===== src/rtl/aes_pkg.sv =====
// Shared AES-128 decryption definitions: round count, FSM encoding and the inverse S-box.
package aes_pkg;

  localparam int unsigned NR    = 10;
  localparam int unsigned RND_W = 4;
  localparam int unsigned BLK_W = 128;

  typedef enum logic [1:0] {
    IDLE  = 2'd0,
    REQ   = 2'd1,
    APPLY = 2'd2,
    DONE  = 2'd3
  } aes_state_e;

  // Inverse S-box; element 0 sits in the most significant byte.
  localparam logic [0:255][7:0] INV_SBOX = {
    128'h52096ad53036a538bf40a39e81f3d7fb,
    128'h7ce339829b2fff87348e4344c4dee9cb,
    128'h547b9432a6c2233dee4c950b42fac34e,
    128'h082ea16628d924b2765ba2496d8bd125,
    128'h72f8f66486689816d4a45ccc5d65b692,
    128'h6c704850fdedb9da5e154657a78d9d84,
    128'h90d8ab008cbcd30af7e45805b8b34506,
    128'hd02c1e8fca3f0f02c1afbd0301138a6b,
    128'h3a9111414f67dcea97f2cfcef0b4e673,
    128'h96ac7422e7ad3585e2f937e81c75df6e,
    128'h47f11a711d29c5896fb7620eaa18be1b,
    128'hfc563e4bc6d279209adbc0fe78cd5af4,
    128'h1fdda8338807c731b11210592780ec5f,
    128'h60517fa919b54a0d2de57a9f93c99cef,
    128'ha0e03b4dae2af5b0c8ebbb3c83539961,
    128'h172b047eba77d626e169146355210c7d
  };

  function automatic logic [7:0] inv_sbox(input logic [7:0] b);
    return INV_SBOX[b];
  endfunction

endpackage


===== src/rtl/aes_inv_round.sv =====
// One combinational inverse cipher round: InvShiftRows, InvSubBytes, AddRoundKey, then
// InvMixColumns unless this is the final round.
module aes_inv_round
  import aes_pkg::*;
(
  input  logic [BLK_W-1:0] state,
  input  logic [BLK_W-1:0] key,
  input  logic             last,
  output logic [BLK_W-1:0] next
);

  logic [BLK_W-1:0] ark;
  logic [BLK_W-1:0] mix;

  function automatic logic [7:0] xt(input logic [7:0] a);
    return {a[6:0], 1'b0} ^ (a[7] ? 8'h1b : 8'h00);
  endfunction

  function automatic logic [7:0] mul9(input logic [7:0] a);
    return xt(xt(xt(a))) ^ a;
  endfunction

  function automatic logic [7:0] mulb(input logic [7:0] a);
    return xt(xt(xt(a))) ^ xt(a) ^ a;
  endfunction

  function automatic logic [7:0] muld(input logic [7:0] a);
    return xt(xt(xt(a))) ^ xt(xt(a)) ^ a;
  endfunction

  function automatic logic [7:0] mule(input logic [7:0] a);
    return xt(xt(xt(a))) ^ xt(xt(a)) ^ xt(a);
  endfunction

  // Byte n lives at bits [127-8n -: 8]; n = row + 4*column.
  for (genvar c = 0; c < 4; c++) begin : g_col
    logic [7:0] a0, a1, a2, a3;

    for (genvar r = 0; r < 4; r++) begin : g_row
      localparam int unsigned SRC = 4 * ((c + 4 - r) % 4) + r;
      localparam int unsigned DST = 4 * c + r;
      assign ark[BLK_W-1-8*DST -: 8] =
        inv_sbox(state[BLK_W-1-8*SRC -: 8]) ^ key[BLK_W-1-8*DST -: 8];
    end

    assign a0 = ark[BLK_W-1-8*(4*c+0) -: 8];
    assign a1 = ark[BLK_W-1-8*(4*c+1) -: 8];
    assign a2 = ark[BLK_W-1-8*(4*c+2) -: 8];
    assign a3 = ark[BLK_W-1-8*(4*c+3) -: 8];

    assign mix[BLK_W-1-8*(4*c+0) -: 8] = mule(a0) ^ mulb(a1) ^ muld(a2) ^ mul9(a3);
    assign mix[BLK_W-1-8*(4*c+1) -: 8] = mul9(a0) ^ mule(a1) ^ mulb(a2) ^ muld(a3);
    assign mix[BLK_W-1-8*(4*c+2) -: 8] = muld(a0) ^ mul9(a1) ^ mule(a2) ^ mulb(a3);
    assign mix[BLK_W-1-8*(4*c+3) -: 8] = mulb(a0) ^ muld(a1) ^ mul9(a2) ^ mule(a3);
  end

  assign next = last ? ark : mix;

endmodule


===== src/rtl/aes_decryption.sv =====
// Iterative AES-128 decryption: one round per REQ/APPLY pair, round keys fetched
// from an external scheduler in order 10 down to 0.
module aes_decryption
  import aes_pkg::*;
#(
  parameter int unsigned BLOCK_LENGTH = 128
) (
  input  logic                    CLK,
  input  logic                    RST,
  input  logic                    En,
  input  logic [BLOCK_LENGTH-1:0] CT,
  input  logic [BLOCK_LENGTH-1:0] K_i,
  output logic                    K_Req,
  output logic [RND_W-1:0]        K_Idx,
  output logic [BLOCK_LENGTH-1:0] PT,
  output logic                    Valid,
  output logic                    Busy
);

  aes_state_e              fsm_q, fsm_d;
  logic [RND_W-1:0]        rnd_q, rnd_d;
  logic [BLOCK_LENGTH-1:0] blk_q, blk_d;
  logic [BLOCK_LENGTH-1:0] pt_d;
  logic [BLOCK_LENGTH-1:0] round_out;
  logic [RND_W-1:0]        kidx_d;
  logic                    kreq_d, valid_d, busy_d, last_round;

  assign last_round = (rnd_q == '0);

  aes_inv_round u_round (
    .state (blk_q),
    .key   (K_i),
    .last  (last_round),
    .next  (round_out)
  );

  always_ff @(posedge CLK or posedge RST) begin
    if (RST) begin
      fsm_q <= IDLE;
      rnd_q <= '0;
      blk_q <= '0;
      PT    <= '0;
      Valid <= 1'b0;
      Busy  <= 1'b0;
      K_Req <= 1'b0;
      K_Idx <= '0;
    end else begin
      fsm_q <= fsm_d;
      rnd_q <= rnd_d;
      blk_q <= blk_d;
      PT    <= pt_d;
      Valid <= valid_d;
      Busy  <= busy_d;
      K_Req <= kreq_d;
      K_Idx <= kidx_d;
    end
  end

  // Outputs are registered from the next-state values so they line up with the state.
  always_comb begin
    fsm_d = fsm_q;
    rnd_d = rnd_q;
    blk_d = blk_q;
    pt_d  = PT;

    case (fsm_q)
      IDLE: begin
        if (En) begin
          blk_d = CT;
          rnd_d = RND_W'(NR);
          fsm_d = REQ;
        end
      end
      REQ: fsm_d = APPLY;
      APPLY: begin
        if (rnd_q == RND_W'(NR)) begin
          blk_d = blk_q ^ K_i;
        end else if (!last_round) begin
          blk_d = round_out;
        end
        if (last_round) begin
          pt_d  = round_out;
          fsm_d = DONE;
        end else begin
          rnd_d = rnd_q - RND_W'(1);
          fsm_d = REQ;
        end
      end
      DONE:    fsm_d = IDLE;
      default: fsm_d = IDLE;
    endcase

    kreq_d  = (fsm_d == REQ);
    kidx_d  = (fsm_d == REQ) ? rnd_d : K_Idx;
    valid_d = (fsm_d == DONE);
    busy_d  = (fsm_d != IDLE);
  end

endmodule

===== config.mk =====
export PLATFORM = sky130hd
export DESIGN_NAME = aes_decryption
export DESIGN_NICKNAME = d
export VERILOG_FILES = /design/src/rtl/aes_pkg.sv /design/src/rtl/aes_inv_round.sv /design/src/rtl/aes_decryption.sv
export SDC_FILE = /design/constraint.sdc
export NUM_CORES = 2
export LEC_CHECK = 0
export BUFFER_PORTS_ARGS = -buffer_cell sky130_fd_sc_hd__buf_4
export CAP_MARGIN = 20
export CELL_PAD_IN_SITES_DETAIL_PLACEMENT = 1
export CELL_PAD_IN_SITES_GLOBAL_PLACEMENT = 2
export CORE_MARGIN = 3
export CORE_UTILIZATION = 23
export CTS_CLUSTER_DIAMETER = 60
export DETAILED_ROUTE_END_ITERATION = 10
export GPL_TIMING_DRIVEN = 1
export MAX_ROUTING_LAYER = met4
export PLACE_DENSITY_LB_ADDON = 0.1
export SYNTH_ARGS = -nofsm -noshare
export SYNTH_HDL_FRONTEND = slang
export SYNTH_SLANG_ARGS = --single-unit

===== constraint.sdc =====
create_clock -name CLK -period 14.4 [get_ports CLK]
set_input_delay 2.16 -clock CLK [delete_from_list [all_inputs] [get_ports CLK]]
set_output_delay 2.16 -clock CLK [all_outputs]
set_load 0.01 [all_outputs]

==> results_dict.tcl <==
set metrics [dict create \
    critPathLaunch "blk_q[9]" \
    slew_violations 0 \
    cp_slowest_cell "nor3_1" \
    synth_area_mm2 0.0771 \
    grt_max_degree 91 \
    cts_buffers 74 \
    core_area_mm2 0.332 \
    end_kind "flip-flop" \
    fmax_mhz 142 \
    htreeDepth 3 \
    cp-endpoint "blk_q[93]" \
    avgSynthCellArea_um2 7.20 \
    cts_tree "done" \
    synth_edf_count 0 \
    synth_nets 11300 \
    cp_num_cells 16 \
    period_share 0.487 \
    synth_compound_area_frac 0.332 \
    synth_ff_type "dfrtp_1" \
    ant_nets 0 \
    dieArea_mm2 0.342 \
    dpl.hpwl_um 388000 \
    cp.required_ns 15.08 \
    grt_pass1_wl_um 750000 \
    drive_above_1_share 0.145 \
    wl_um 536000 \
    synth_mux_area_frac 0.112 \
    pin_count 394 \
    r2r_slack_ns 7.38 \
    async_reset_ff_frac 1.00 \
    synth-seq-cells 269 \
    hold_class "flip-flop to flip-flop" \
    placementRows 211 \
    cts_max_path_buffers 4 \
    drt_iter0_markers 10500 \
    critical_path_class "flip-flop to flip-flop" \
    via_count 91500 \
    firstDrtPassIters 6 \
    wire_per_inst_um 36.3 \
    max_stage_delay_ns 1.01 \
    die_h_um 585 \
    cp_top_family "XOR/XNOR gates" \
    ys_types 107 \
    r2r_end "blk_q[93]" \
    path_cells "buf_4, inv_1, ha_1, nor3_1, o21ai_0, a32oi_1, nor2_1, o211ai_1, o311a_1, xnor3_1, xnor3_1, xnor2_1, xnor2_1, xnor2_1, xnor3_1, o31ai_1" \
    synth_warnings 0 \
    grt_usage 0.309 \
    synthSimpleGateAreaFrac 0.214 \
    clk_pin_slew_ns 0.05 \
    finalSetupViolations 0 \
    path_buf_inv 2 \
    cp_max_fo 27 \
    grt_pass1_vias 89700 \
    cp.arrival_ns 7.70 \
    ys_seq_area_frac 0.0874 \
    antenna_found_initial 56 \
    syn_inst 10700 \
    r2r-start "blk_q[9]" \
    cts_hold_repair.buffers 0 \
    cts.sinks 269 \
    die_w_um 585 \
    cts-resized-gates 0 \
    postCtsSetupBuffers 0 \
    gp_congestion 0.974 \
    port_buffers 393 \
    slew_headroom 0.204 \
    via_per_inst 6.20 \
    overflow 0 \
    synth_top_family_by_area "compound AO/OA/AOI/OAI gates" \
    crit_path_start_kind "flip-flop" \
    drc_errors 0 \
    synth_fa_ha_area_frac 0.0490 \
    fin_skew_ns 0.0546 \
    final.min_clock_period_ns 7.02 \
    area_growth_pct 11.4 \
    synth_xor_area_frac 0.126 \
    r2r_cells 16 \
    maxCapViolations 0 \
    clkLatencyLatePin_ns 0.81 \
    rsz0062_at_grt "false" \
    outcome "completed" \
    worst_pin_slew_ns 1.19 \
    setup-tns-final_ns 0 \
    finalHoldViolCount 0 \
    start_util 0.232 \
    cts_root_buf "clkbuf_16" \
    final_nets 10900 \
]
## how the worst min path moves through the flow
stage              from      end  slack [ns]  cells after the start
2_1_floorplan  fsm_q[0]     Busy        0.49                      1
3_3_place_gp    PT[108]  PT[108]        0.46                      2
3_5_place_dp    PT[117]  PT[117]        0.47                      2
4_1_cts         PT[105]  PT[105]        0.48                      2
5_1_grt          PT[53]   PT[53]        0.50                      2
6_report        PT[105]  PT[105]        0.48                      2
## metrics by stage
step	setup WS (ns)	cells	hold WS, ns	util	area [um^2]
3_5_place_dp	7.45	14600	0.470	0.250	83100
6_report	7.38	14800	0.478	0.259	85800
2_1_floorplan	4.83	10700	0.491	-	77100
4_1_cts	7.44	14700	0.484	0.258	85700
3_3_place_gp	7.37	14600	0.463	0.250	83000
5_1_grt	7.16	14700	0.500	0.259	85800
## sequential cells by signal, summed over array words and instances (netlist names)
name   count
blk_q    128
K_Idx      4
PT       128
Busy       1
fsm_q      2
K_Req      1
rnd_q      4
Valid      1
## cell usage in the layout (no fill, tap or decap), types with 222 or more instances in the layout
cell type  count
nand2_1      989
mux4_2       268
a31oi_1      230
nand2b_1     314
a211oi_1     222
xor2_1       285
ha_1         302
buf_4        746
nor2b_1      275
o21ai_0      849
a21oi_1      777
nor2_1       705
nor3_1       281
nand3_1      288
xnor2_1      609
## per-layer routing
layer	routed length, um	vias to the layer above	share of wire	GRT usage
li1	-	39100	-	-
met1	237000	47300	0.44	0.416
met2	236000	4295	0.44	0.461
met3	35700	689	0.067	0.0395
met4	27000	0	0.050	0.133
met5	0	-	0	-
## cell type report
class / count / area, um^2
inverters: 200 / 768
well taps: 4366 / 5460
clock inverters: 41 / 574
multi-input cells: 9000 / 64400
flip-flops and latches: 269 / 6870
diodes: 40 / 100
fillers: 39900 / 246000
clock buffers: 90 / 2040
repair buffers: 748 / 5660
## worst register-to-register path: stages, from the launching register on
cell	delay [ns]
dfrtp_1	0.31
buf_4	0.31
inv_1	0.37
ha_1	0.66
nor3_1	1.02
o21ai_0	0.31
a32oi_1	0.23
nor2_1	0.06
o211ai_1	0.39
o311a_1	0.50
xnor3_1	0.53
xnor3_1	0.25
xnor2_1	0.55
xnor2_1	0.26
xnor2_1	0.36
xnor3_1	0.57
o31ai_1	0.23
## logic make-up after synthesis
| logic type | count (synthesis) |
|---|---|
| and+or+nand+nor | 3402 |
| DFF | 269 |
| muxes | 515 |
| buffers and inverters | 1427 |
| AOI/OAI and AO/OA | 3792 |
| xor gates and xnor gates | 989 |
| adders and majority gates | 302 |
## cells in the mapped netlist (276+ instances only)
cell type / instances / area share
nand2b_1: 315 / 0.026
nor3_1: 281 / 0.018
ha_1: 302 / 0.049
nand3_1: 289 / 0.019
clkbuf_1: 684 / 0.033
xor2_1: 286 / 0.033
buf_2: 373 / 0.024
nor2_1: 712 / 0.035
a21oi_1: 778 / 0.051
nand2_1: 996 / 0.049
nor2b_1: 276 / 0.022
xnor2_1: 617 / 0.070
o21ai_0: 849 / 0.055
Power is left out: the tool's default activity adds up to more than one toggle a clock period on the data nets, which glitch-free logic cannot reach.
